==> config.mk <==
export PLATFORM = sky130hd
export DESIGN_NAME = seq_frame_controller
export DESIGN_NICKNAME = d
export VERILOG_FILES = /design/src/rtl/seq_frame_controller_pkg.sv /design/src/rtl/seq_frame_controller_en_prescaler.sv /design/src/rtl/seq_frame_controller.sv
export SDC_FILE = /design/constraint.sdc
export NUM_CORES = 1
export LEC_CHECK = 0
export CAP_MARGIN = 20
export CORE_MARGIN = 3
export CORE_UTILIZATION = 45
export DETAILED_ROUTE_END_ITERATION = 6
export GPL_ROUTABILITY_DRIVEN = 0
export GPL_TIMING_DRIVEN = 0
export PLACE_DENSITY_LB_ADDON = 0.25
export SETUP_SLACK_MARGIN = 0.4
export SYNTH_ARGS = -nofsm -noshare
export SYNTH_HDL_FRONTEND = slang
export SYNTH_SLANG_ARGS = --single-unit
==> constraint.sdc <==
create_clock -name clk -period 2.5 [get_ports clk]
set_input_delay 0.375 -clock clk [delete_from_list [all_inputs] [get_ports clk]]
set_output_delay 0.375 -clock clk [all_outputs]
set_load 0.02 [all_outputs]
==> src/rtl/seq_frame_controller_pkg.sv <==
// Shared types for the serial-detector frame controller.
// State encoding and the default payload width live here.
package seq_ctrl_pkg;

    typedef enum logic [1:0] {
        IDLE = 2'd0,
        CLR  = 2'd1,
        RUN  = 2'd2,
        CAP  = 2'd3
    } state_t;

    localparam int PAYLOAD_W_DEF = 10;

endpackage

==> src/rtl/seq_frame_controller_en_prescaler.sv <==
// Clock-enable prescaler: one-cycle tick every DIV cycles while run is high.
// The count restarts from zero whenever run drops.
module en_prescaler #(
    parameter int DIV = 4
) (
    input  logic clk,
    input  logic rst,
    input  logic run,
    output logic tick
);

    localparam int CW = (DIV > 1) ? $clog2(DIV) : 1;

    logic [CW-1:0] cnt_q;
    logic          wrap;

    assign wrap = (cnt_q == CW'(DIV - 1));
    assign tick = run && wrap;

    always_ff @(posedge clk) begin
        if (rst || !run) begin
            cnt_q <= '0;
        end else if (wrap) begin
            cnt_q <= '0;
        end else begin
            cnt_q <= cnt_q + CW'(1);
        end
    end

endmodule

==> src/rtl/seq_frame_controller.sv <==
// Drives the sequence detector and deserialises its payload into a valid/ready word.
// Optional FRAME_PARITY_EN adds frameParErr (even parity over the captured word).
module seq_frame_controller
    import seq_ctrl_pkg::*;
#(
    parameter int DIV       = 4,
    parameter int PAYLOAD_W = PAYLOAD_W_DEF,
    parameter int CNT_W     = 8
) (
    input  logic                 clk,
    input  logic                 rst,
    input  logic                 start,
    input  logic                 stop,
    input  logic                 detValid,
    input  logic                 detBit,
    output logic                 detEn,
    output logic                 detRst,
    output logic                 busy,
    output logic [PAYLOAD_W-1:0] frameData,
    output logic                 frameValid,
    input  logic                 frameReady,
    output logic [CNT_W-1:0]     frameCnt,
    output logic                 overflow
`ifdef FRAME_PARITY_EN
    ,output logic                frameParErr
`endif
);

    localparam int BW = $clog2(PAYLOAD_W + 1);

    state_t                 state_q;
    logic [BW-1:0]          bitCnt_q;
    logic [PAYLOAD_W-1:0]   shreg_q;
    logic                   detRst_q;
    logic                   busy_q;
    logic [PAYLOAD_W-1:0]   frameData_q;
    logic                   frameValid_q;
    logic [CNT_W-1:0]       frameCnt_q;
    logic                   overflow_q;
    logic                   parErr_q;

    logic                   run;
    logic                   tick;
    logic [PAYLOAD_W:0]     shift_ext;
    logic [PAYLOAD_W-1:0]   word_d;
    logic [BW-1:0]          bitCnt_d;
    logic                   capture;
    logic                   commit;
    logic                   accept;

    assign run       = (state_q == RUN) || (state_q == CAP);
    assign shift_ext = {shreg_q, detBit};
    assign word_d    = shift_ext[PAYLOAD_W-1:0];
    assign bitCnt_d  = (state_q == CAP) ? bitCnt_q + BW'(1) : BW'(1);
    assign capture   = run && tick && detValid && !stop;
    assign commit    = capture && (bitCnt_d == BW'(PAYLOAD_W));
    assign accept    = frameValid_q && frameReady;

    en_prescaler #(.DIV(DIV)) u_presc (
        .clk  (clk),
        .rst  (rst),
        .run  (run),
        .tick (tick)
    );

    always_ff @(posedge clk) begin
        if (rst) begin
            state_q      <= IDLE;
            bitCnt_q     <= '0;
            shreg_q      <= '0;
            detRst_q     <= 1'b0;
            busy_q       <= 1'b0;
            frameData_q  <= '0;
            frameValid_q <= 1'b0;
            frameCnt_q   <= '0;
            overflow_q   <= 1'b0;
            parErr_q     <= 1'b0;
        end else begin
            detRst_q <= 1'b0;
            unique case (state_q)
                IDLE: begin
                    if (start && !stop) begin
                        state_q  <= CLR;
                        detRst_q <= 1'b1;
                        busy_q   <= 1'b1;
                    end
                end
                CLR: begin
                    if (stop) begin
                        state_q <= IDLE;
                        busy_q  <= 1'b0;
                    end else begin
                        state_q    <= RUN;
                        overflow_q <= 1'b0;
                        bitCnt_q   <= '0;
                    end
                end
                RUN, CAP: begin
                    if (stop) begin
                        state_q  <= IDLE;
                        busy_q   <= 1'b0;
                        bitCnt_q <= '0;
                    end else if (tick) begin
                        if (detValid) begin
                            shreg_q <= word_d;
                            if (commit) begin
                                state_q  <= RUN;
                                bitCnt_q <= '0;
                            end else begin
                                state_q  <= CAP;
                                bitCnt_q <= bitCnt_d;
                            end
                        end else begin
                            // a gap in detValid ends a short frame; it is dropped silently
                            state_q  <= RUN;
                            bitCnt_q <= '0;
                        end
                    end
                end
                default: state_q <= IDLE;
            endcase

            // a held word can be replaced only when it is accepted in the commit cycle
            if (commit) begin
                if (!frameValid_q || frameReady) begin
                    frameData_q  <= word_d;
                    frameValid_q <= 1'b1;
                    frameCnt_q   <= frameCnt_q + CNT_W'(1);
                    parErr_q     <= ^word_d;
                end else begin
                    overflow_q <= 1'b1;
                end
            end else if (accept) begin
                frameValid_q <= 1'b0;
            end
        end
    end

    assign detEn      = tick;
    assign detRst     = detRst_q;
    assign busy       = busy_q;
    assign frameData  = frameData_q;
    assign frameValid = frameValid_q;
    assign frameCnt   = frameCnt_q;
    assign overflow   = overflow_q;
`ifdef FRAME_PARITY_EN
    assign frameParErr = parErr_q;
`else
    logic unused_par;
    assign unused_par = parErr_q;
`endif

endmodule

==> results of run 1 <==
==> per-stage QoR <==
step | power [mW] | setup slack [ns] | utilization [%] | instance area, µm² | instances
CTS | 1.12 | 0.404 | 59.7 | 2250 | 288
finish | 1.11 | 0.499 | 59.8 | 2260 | 288
global route | 1.15 | 0.407 | 59.8 | 2260 | 288
detailed placement | 0.697 | 0.0934 | 57.3 | 2160 | 281
global placement | 0.697 | 0.122 | 57.3 | 2160 | 281
floorplan | 0.671 | 0.663 | - | 1810 | 204
==> worst max-delay path by stage <==
stage,start,to,slack [ns],cells after the start
global placement,stop,frameCnt[7],0.12,7
global route,bitCnt_q[0],state_q[0],0.41,6
finish,bitCnt_q[0],bitCnt_q[3],0.50,7
CTS,stop,frameCnt[7],0.40,7
detailed placement,stop,frameCnt[7],0.09,7
floorplan,u_presc.cnt_q[0],frameCnt[7],0.66,7
==> registers in the layout, summed over array words and instances, names as in the netlist <==
| register | flops |
|---|---|
| frameData | 10 |
| overflow | 1 |
| shreg_q | 9 |
| detRst | 1 |
| frameValid | 1 |
| bitCnt_q | 4 |
| state_q | 2 |
| busy | 1 |
| u_presc.cnt_q | 2 |
| frameCnt | 8 |
==> synthesized netlist by cell type (2+ instances only) <==
| master | count | area, µm² |
|---|---|---|
| nand2_1 | 21 | 78.8 |
| a21oi_1 | 29 | 145 |
| inv_1 | 2 | 7.51 |
| dfxtp_1 | 39 | 781 |
| nand4_1 | 14 | 87.6 |
| buf_1 | 3 | 11.3 |
| buf_2 | 3 | 15.0 |
| clkbuf_1 | 7 | 26.3 |
| and3_1 | 3 | 18.8 |
| or4_1 | 3 | 22.5 |
| and2_1 | 2 | 12.5 |
| mux2_1 | 2 | 22.5 |
| ha_1 | 3 | 37.5 |
| o31ai_1 | 15 | 113 |
| nor4_4 | 2 | 42.5 |
| nand3_1 | 6 | 30.0 |
| o21ai_0 | 2 | 10.0 |
| nor3_1 | 3 | 15.0 |
| nand2b_1 | 3 | 18.8 |
| nor2_1 | 13 | 48.8 |
| buf_6 | 4 | 45.0 |
| mux2_2 | 2 | 22.5 |
| nor2b_1 | 6 | 37.5 |
==> logic make-up after synthesis <==
logic type	after synthesis	share of synthesized area (%)
xor gates and xnor gates	2	0.967
buffers and inverters	19	5.80
muxes	4	2.49
DFF	39	43.1
and+or+nand+nor	82	26.4
AOI/OAI and AO/OA	55	19.2
adders and majority gates	3	2.07
==> per-layer routing <==
layer  up-vias  global-route usage (%)  share of wire [%]
met5         -                       0                  0
met4         0                    7.16                1.7
met3         8                    3.62                5.3
met2        52                    24.3                 43
met1       747                    25.3                 50
li1        825                       -                  -
==> placed cells by master (no fill, tap or decap), types with 2 or more instances in the layout <==
| cell | instances |
|---|---|
| nor2_1 | 13 |
| nor3_1 | 3 |
| ha_1 | 2 |
| o21ai_0 | 2 |
| nand2b_1 | 3 |
| buf_2 | 3 |
| buf_1 | 3 |
| clkdlybuf4s50_1 | 28 |
| nand4_1 | 14 |
| a21oi_1 | 29 |
| o31ai_1 | 15 |
| and2_1 | 2 |
| mux2_1 | 2 |
| inv_1 | 2 |
| nor2b_1 | 6 |
| or4_1 | 3 |
| mux2_2 | 2 |
| nand2_1 | 21 |
| nand3_1 | 6 |
| nor4_4 | 2 |
| clkbuf_1 | 6 |
| buf_6 | 4 |
| clkbuf_8 | 6 |
| dfxtp_1 | 39 |
| and3_1 | 3 |
==> area by class of cell <==
class / instances / area (µm²)
Tap cell: 48 / 60.1
Multi-Input combinational cell: 146 / 928
Sequential cell: 39 / 781
Clock buffer: 6 / 82.6
Buffer: 17 / 98.8
Clock inverter: 1 / 5.00
Inverter: 2 / 7.51
Timing Repair Buffer: 29 / 293
Fill cell: 322 / 1520
==> what timing repair did <==
item	4_1_cts	5_1_grt
setup endpoints to repair	1	5
gates resized for setup	1	2
hold buffers	0	0
gates cloned	0	0
==> worst max-delay path: stages, from the launching register on <==
cell,delay (ns)
dfxtp_1,0.38
ha_1,0.26
and3_1,0.21
a32oi_2,0.36
buf_6,0.21
buf_2,0.24
o211ai_1,0.13
a21oi_1,0.14
==> power breakdown <==
part	total, mW	switching [mW]	leakage, nW	internal (mW)
registers	0.631	0.00516	0.315	0.626
logic	0.0519	0.0307	0.423	0.0212
clock network	0.427	0.210	0.0470	0.216
total	1.11	0.246	0.785	0.863
==> results by group, run 1 <==
Synth
  • Ys Warns: 0
  • Syn Inst Count: 204
  • FFs w/ async S/R, synth: 0%
  • Avg Cell Area, Syn: 8.88 µm²
  • Library cells used by synthesis: 40
  • Post-synth EDFFs: 0
  • Synth Register Bits: 39
  • Syn_nets: 214
  • Main flop type after synthesis: dfxtp_1
  • Seq/Total Area, Yosys: 43.1%
  • Mapped Area: 0.00181 mm²

Worst setup path
  • Data arrival, critical path: 2.22 ns
  • Reg2Reg Capture Point: bitCnt_q[3]
  • Worst reg2reg path depth: 7
  • CP Launch Type: flop
  • Reg2reg start: bitCnt_q[0]
  • Crit path kind: reg2reg
  • Nature of the critical path endpoint: flop
  • R2R setup slack: 0.50 ns
  • CP required: 2.72 ns
  • Largest fanout on the critical path: 10

GRT
  • Largest net degree at the start of global routing: 12
  • GR Util All Layers: 17.2%
  • GRT Residual Overflow: 0
  • Initial antenna violation count: 0
  • Global-route wire length before repair: 6.86 mm
  • Vias in the first global route: 1462

Timing
  • Max Clock Freq: 500 MHz
  • Hold slack: 0.437 ns
  • Worst slew margin: 64.5%
  • Final Max Tran Viols: 0
  • Final Critical Period: 2.00 ns
  • Slew @ Worst Pin: 0.532 ns
  • Final setup TNS: 0 ns
  • Period utilisation layout: 80.0%
  • Skew final: 0.00701 ns
  • RSZ-0062 raised after global routing: false
  • Final setup vio count: 0
  • Final Hold Vio Count: 0

Placed design
  • Post-DP HPWL: 2.88 mm
  • Port Buffers: 29

Clocking
  • Buffer count from post-CTS setup fixing: 0
  • H-tree levels: 2
  • CTS tree: yes
  • Clock sinks: 39
  • Total CTS buffers: 5
  • Clock Tree Buf Depth: 2
  • Worst-skew pair later-pin latency: 0.29 ns
  • Root buffer cell: clkbuf_8
  • Clock transition at the registers of the reported paths: 0.07 ns

Drt
  • Vias per cell: 5.67
  • Via count: 1632
  • Final WL: 4.17 mm
  • Detailed Routing Iterations Pass 1: 4
  • DR WL/cell: 14.5 µm
  • Drt initial violations: 98
  • ANT nets after route: 0
  • Number of remaining DRC errors: 0

Worst hold path
  • Worst hold path type: reg2reg
  • Hold path depth: 1
  • Hold path startpoint: u_presc.cnt_q[0]
  • Hold EP: u_presc.cnt_q[0]

Cells and area
  • Fin nets: 250
  • Area grow syn2layout: 24.5%
  • ANT cells: 0
  • Share of layout cells above drive strength 1: 9.58%

Floorplanning
  • Die X-Extent: 69.5 µm
  • Standard-cell rows: 22
  • Initial Util: 48.0%
  • Core area: 0.00377 mm²
  • Die area: 0.00482 mm²
  • Chip Height: 69.5 µm
  • IO Count: 30

Power
  • Maximum vdd drop: 0.398 mV
  • Pwr Density: 492 mW/mm²
  • LEAKAGE: 0.785 nW

Outcome
  • Status: finished clean

Run
  • Max-cap violations: 0
(Power assumes the default switching activity.)
==> run 2: changes to the inputs <==
==> constraint.sdc (replaced) <==
create_clock -name clk -period 1.6 [get_ports clk]
set_input_delay 0.24 -clock clk [delete_from_list [all_inputs] [get_ports clk]]
set_output_delay 0.24 -clock clk [all_outputs]
set_load 0.02 [all_outputs]
==> run 2 against run 1 <==
The run now ends with setup timing left. Sequential power up 56%. Maximum frequency up 13%. Total power up 58%. Sequential share of layout area down 6.1 points. Cell area up 25%. First-iteration DRC count rose to 2.6 times the previous value. Worst hold slack worse by 0.019 ns. Critical path depth up 1. Clock power up 59%. Non-clock buffer count up 21. Largest cell class unchanged. Highest routed layer unchanged.
==> results by group, run 2 (same netlist as run 1, synthesis figures left out) <==
Timing
  • Final Critical Period: 1.77 ns (-0.235 ns)
  • Final setup vio count: 20 (+20)
  • Final Hold Vio Count: 0 (unchanged)
  • Period utilisation layout: 110% (+30 points)
  • Skew final: 0.0137 ns (+0.00670 ns)
  • Slew @ Worst Pin: 0.508 ns (-0.0241 ns)
  • Max Clock Freq: 566 MHz (+13%)
  • RSZ-0062 raised after global routing: true
  • Final Max Tran Viols: 0 (unchanged)
  • Setup ws final: -0.166 ns (-0.665 ns)
  • Worst slew margin: 66.1% (+1.6 points)
  • Hold slack: 0.418 ns (-0.0193 ns)
  • Final setup TNS: -1.98 ns (-1.98 ns)

Clocking
  • Clock Tree Buf Depth: 2 (unchanged)
  • CTS tree: yes
  • Total CTS buffers: 5 (unchanged)
  • Clock sinks: 39 (unchanged)
  • Root buffer cell: clkbuf_8
  • H-tree levels: 2 (unchanged)
  • Worst-skew pair later-pin latency: 0.30 ns (about the same)
  • Clock transition at the registers of the reported paths: 0.08 ns (about the same)

Worst setup path
  • R2R setup slack: -0.17 ns (-0.66 ns)
  • CP Launch Type: flop
  • Largest fanout on the critical path: 5 (-5)
  • Data arrival, critical path: 1.94 ns (-0.28 ns)
  • CP required: 1.77 ns (-0.95 ns)
  • Crit path kind: reg2reg
  • Nature of the critical path endpoint: flop

Cells and area
  • Area grow syn2layout: 55.0%
  • Layout filler cell count: 257 (-20%)
  • Commonest non-fill, non-tap cell in the layout: dfxtp_1
  • ANT cells: 0 (unchanged)
  • Fin nets: 271 (+8.4%)
  • Most frequent cells in the layout: 27 x dfxtp_1, 23 x a21oi_1, 21 x nand2_1
  • Multi-input gate area: 0.00120 mm² (+29%)
  • Max FFs per register: 10 (unchanged)
  • Register area: 801 µm² (+2.6%)
  • Share of layout cells above drive strength 1: 44.7% (+35 points)

Floorplanning
  • Chip Height: 69.5 µm (unchanged)
  • Die area: 0.00482 mm² (unchanged)
  • IO Count: 30 (unchanged)
  • Die X-Extent: 69.5 µm (unchanged)
  • Initial Util: 48.0% (unchanged)
  • Standard-cell rows: 22 (unchanged)
  • Core area: 0.00377 mm² (unchanged)

Outcome
  • Status: finished, violations left
  • Failing checks: setup timing

Drt
  • ANT nets after route: 0 (unchanged)
  • Drt initial violations: 254 (+160%)
  • Final WL: 5.79 mm (+39%)
  • DR WL/cell: 18.7 µm (+29%)
  • Detailed Routing Iterations Pass 1: 5 (+1)
  • Via count: 1889 (+16%)
  • Number of remaining DRC errors: 0 (unchanged)
  • Vias per cell: 6.09 (+7.5%)

Power
  • Switching share of total power: 25.0% (+2.8 points)
  • Clk pwr share: 38.8% (+0.3 points)
  • LEAKAGE: 1.06 nW (+35%)
  • NetSw: 0.438 mW (+78%)
  • Logic pwr share: 5.0% (+0.3 points)
  • Maximum vdd drop: 0.520 mV (+31%)
  • Internal Power: 1.31 mW (+52%)
  • Seq pwr share: 56.1% (-0.7 points)
  • Pwr Density: 623 mW/mm² (+27%)

GRT
  • GR met2 Demand/Resource: 36.2% (+12 points)
  • GR Util All Layers: 22.3% (+5.1 points)
  • Largest net degree at the start of global routing: 14 (+2)
  • GR peak layer: met2
  • GRT Residual Overflow: 0 (unchanged)
  • GR met1 Demand/Resource: 29.3% (+4.0 points)
  • Vias in the first global route: 1704 (+17%)
  • Routing usage on met3: 5.07% (+1.4 points)
  • Global-route wire length before repair: 8.59 mm (+25%)
  • Initial antenna violation count: 0 (unchanged)

Worst hold path
  • Worst hold path type: in2reg

Placed design
  • Port Buffers: 29 (unchanged)
  • Post-DP HPWL: 3.00 mm (+4.2%)

Run
  • Max-cap violations: 0 (unchanged)
[run 2: cell types whose count changed in the layout (fill, tap and decap cells not counted), moves of 9 or more]
cell,delta
clkdlybuf4s50_1,-24
buf_4,+14
buf_2,+13
o31ai_1,-13
dfxtp_1,-12
dfxtp_2,+10
o31ai_4,+9
[run 2: power groups by stage]
stage / Sequential [mW] / Combinational [mW] / Clock, mW
4_1_cts: 0.982 / 0.0851 / 0.677
3_5_place_dp: 1.00 / 0.0831 / 0
5_1_grt: 0.983 / 0.0956 / 0.743
6_report: 0.982 / 0.0880 / 0.680
2_1_floorplan: 1.01 / 0.0390 / 0
3_3_place_gp: 1.00 / 0.0824 / 0
[run 2: area by class of cell]
cell class                      instances  share of cell area, %
Multi-Input combinational cell        146                   42.6
Sequential cell                        39                   28.5
Timing Repair Buffer                   50                   16.6
Buffer                                 17                   6.77
Clock buffer                            5                   2.45
Tap cell                               48                   2.14
Clock inverter                          3                  0.668
Inverter                                2                  0.267
[run 2: timing repair]
action                     in CTS  in global routing
setup endpoints to repair      59                 52
hold buffers                    0                  0
cloned                          4                  1
buffers inserted                9                  7
gates resized for setup       124                 35
pin swaps                      11                 12
[run 2: path summary, 6_finish.rpt]
path / from / to / depth (start not counted)
worst min-delay path: rst / frameCnt[5] / 3
worst min register to register: u_presc.cnt_q[0] / u_presc.cnt_q[0] / 1
worst max-delay path: u_presc.cnt_q[0] / frameCnt[1] / 8
worst max register to register: u_presc.cnt_q[0] / frameCnt[1] / 8
[run 2: stage by stage]
step | total power, mW | instances | util [%] | instance area (µm²) | setup slack (ns)
5_1_grt | 1.82 | 310 | 74.5 | 2810 | -0.209
4_1_cts | 1.74 | 302 | 72.6 | 2740 | -0.0983
3_3_place_gp | 1.09 | 281 | 60.2 | 2270 | -0.563
6_report | 1.75 | 310 | 74.5 | 2810 | -0.166
3_5_place_dp | 1.09 | 281 | 60.2 | 2270 | -0.577
2_1_floorplan | 1.05 | 204 | - | 1920 | -0.0602
[run 2: metal layers]
metal	vias to the layer above	wire, µm
li1	877	-
met1	918	2410
met2	83	2920
met5	-	0
met4	0	100
met3	11	357
[run 2: worst max-delay path, stage by stage (launching register included)]
cell     delay [ns]
dfxtp_2        0.36
ha_4           0.14
and4b_1        0.23
buf_6          0.12
nand3_4        0.11
buf_4          0.19
buf_16         0.13
o31ai_2        0.25
a21oi_1        0.11
==> run 3: changes to the inputs <==
==> constraint.sdc (replaced) <==
create_clock -name clk -period 2.2 [get_ports clk]
set_input_delay 0.33 -clock clk [delete_from_list [all_inputs] [get_ports clk]]
set_output_delay 0.33 -clock clk [all_outputs]
set_load 0.02 [all_outputs]
==> run 3 against run 2 <==
The run now ends clean. Non-clock buffer count decreased by 14. Global-route usage decreased by 3.6 points. Worst hold slack improved by 0.027 ns. Critical path depth decreased by 1. Clock power decreased by 31%. Critical endpoint is now frameCnt[5].
==> results by group, run 3 (same netlist as run 1, synthesis figures left out) <==
Timing
  • Max Clock Freq: 566 MHz (about the same)
  • Final Critical Period: 1.77 ns (-0.000118 ns)
  • Hold slack: 0.445 ns (+0.0266 ns)
  • Final Hold Vio Count: 0 (unchanged)
  • Worst slew margin: 63.4% (-2.7 points)
  • RSZ-0062 raised after global routing: true
  • Final Max Tran Viols: 0 (unchanged)
  • Setup ws final: 0.434 ns (+0.600 ns)
  • Final setup vio count: 0 (-100%)
  • Period utilisation layout: 80.3% (-30 points)
  • Skew final: 0.00756 ns (-0.00614 ns)
  • Final setup TNS: 0 ns (+1.98 ns)
  • Slew @ Worst Pin: 0.549 ns (+0.0404 ns)

Cells and area
  • ANT cells: 0 (unchanged)
  • Final cell count without fillers: 296 (-4.5%)
  • Area grow syn2layout: 31.2%
  • Layout Utilization: 63.0% (-11 points)
  • Fin nets: 257 (-5.2%)
  • Layout filler cell count: 358 (+39%)
  • Share of layout cells above drive strength 1: 16.9% (-28 points)
  • Most frequent cells in the layout: 35 x dfxtp_1, 29 x a21oi_1, 26 x clkdlybuf4s50_1
  • Final Instance Area: 0.00238 mm² (-15%)
  • Max FFs per register: 10 (unchanged)
  • Commonest non-fill, non-tap cell in the layout: dfxtp_1

Worst setup path
  • Worst path top cell family by delay: simple AND/OR/NAND/NOR gates
  • Nature of the critical path endpoint: flop
  • Worst path cell trace: ha_4 -> and4b_1 -> buf_6 -> nand3_4 -> buf_8 -> nor4_4 -> mux2_4
  • Slowest-stage cell, CP: dfxtp_2
  • Data arrival, critical path: 1.95 ns (about the same)
  • CP Launch Type: flop
  • Buffers plus inverters on the worst setup path: 2 (-1)
  • Crit path kind: reg2reg
  • Largest fanout on the critical path: 8 (+3)
  • CP required: 2.38 ns (+0.61 ns)
  • Critical Path Max Stage Delay: 0.35 ns (about the same)

Drt
  • DR WL/cell: 14.7 µm (-21%)
  • Number of remaining DRC errors: 0 (unchanged)
  • DR WL met2: 2.03 mm (-30%)
  • Highest routed layer: met4
  • Vias per cell: 5.74 (-5.8%)
  • Drt initial violations: 160 (-37%)
  • Post-Route M1 WL: 2.07 mm (-14%)
  • Met3 routed WL: 204 µm (-43%)
  • ANT nets after route: 0 (unchanged)
  • Detailed Routing Iterations Pass 1: 4 (-1)
  • Via count: 1699 (-10%)
  • Final WL: 4.36 mm (-25%)

Outcome
  • Status: finished clean

Worst hold path
  • Worst hold path type: reg2reg

Placed design
  • Placed Cells incl. Taps: 281 (unchanged)
  • Port Buffers: 29 (unchanged)
  • Dpl ws: -0.127 ns (+0.450 ns)
  • Placed inst area: 0.00217 mm² (-4.2%)
  • Post-DP HPWL: 2.89 mm (-3.5%)

Floorplanning
  • Die X-Extent: 69.5 µm (unchanged)
  • Die area: 0.00482 mm² (unchanged)
  • Standard-cell rows: 22 (unchanged)
  • IO Count: 30 (unchanged)
  • Chip Height: 69.5 µm (unchanged)
  • Initial Util: 48.0% (unchanged)
  • Core area: 0.00377 mm² (unchanged)

Run
  • Max-cap violations: 0 (unchanged)

Clocking
  • Clock Tree Buf Depth: 2 (unchanged)
  • Total CTS buffers: 5 (unchanged)
  • H-tree levels: 2 (unchanged)
  • Worst-skew pair later-pin latency: 0.29 ns (about the same)
  • CTS tree: yes
  • Root buffer cell: clkbuf_8
  • Clock transition at the registers of the reported paths: 0.07 ns (about the same)
  • Clock sinks: 39 (unchanged)
  • Cts hold-fix bufs: 0 (unchanged)

GRT
  • GRT Residual Overflow: 0 (unchanged)
  • Initial antenna violation count: 0 (unchanged)
  • GR Util All Layers: 18.8% (-3.6 points)
  • Vias in the first global route: 1648 (-3.3%)
  • Global-route wire length before repair: 7.65 mm (-11%)
  • Largest net degree at the start of global routing: 13 (-1)

Power
  • Maximum vdd drop: 0.261 mV (-50%)
  • LEAKAGE: 0.819 nW (-23%)
  • Final Total Pwr: 1.24 mW (-29%)
  • Pwr Density: 523 mW/mm² (-16%)
-- run 3: changes by cell type in the layout (fill, tap and decap cells not counted), sizes merged --
cell / previous run / this run
buf: 47 / 16
clkdlybuf4s50: 4 / 26
clkdlybuf4s15: 5 / 0
dlygate4sd2: 1 / 3
dlymetal6s2s: 1 / 0
inv: 3 / 2
-- run 3: final cells by class --
| cell class | count | area [µm²] | share of cell area (%) |
|---|---|---|---|
| repair buffers | 36 | 339 | 14.3 |
| well taps | 48 | 60.1 | 2.53 |
| multi-input cells | 146 | 986 | 41.5 |
| flip-flops and latches | 39 | 788 | 33.2 |
| plain buffers | 17 | 111 | 4.68 |
| inverters | 2 | 7.51 | 0.316 |
| clock inverters | 2 | 12.5 | 0.526 |
| clock buffers | 6 | 72.6 | 3.05 |
-- run 3: final timing paths --
path,startpoint,end,slack (ns),depth (start not counted)
worst min-delay path,u_presc.cnt_q[0],u_presc.cnt_q[0],0.44,1
worst max register to register,u_presc.cnt_q[0],frameCnt[5],0.43,7
worst max-delay path,u_presc.cnt_q[0],frameCnt[5],0.43,7
worst min register to register,u_presc.cnt_q[0],u_presc.cnt_q[0],0.44,1
-- run 3: power by group --
group	switching, mW	internal [mW]
sequential	0.00615	0.710
combinational	0.0346	0.0235
clock	0.248	0.221
-- run 3: what timing repair did --
| action | 4_1_cts | 5_1_grt |
|---|---|---|
| setup endpoints to repair | 21 | 32 |
| pin swaps | 2 | 4 |
| gates resized for setup | 19 | 6 |
| buffers inserted | 4 | 3 |
-- run 3: metal layers --
metal	up-vias	GRT usage (%)
met4	0	5.64
met5	-	0
met2	54	29.7
met3	7	4.49
met1	792	25.3
li1	846	-
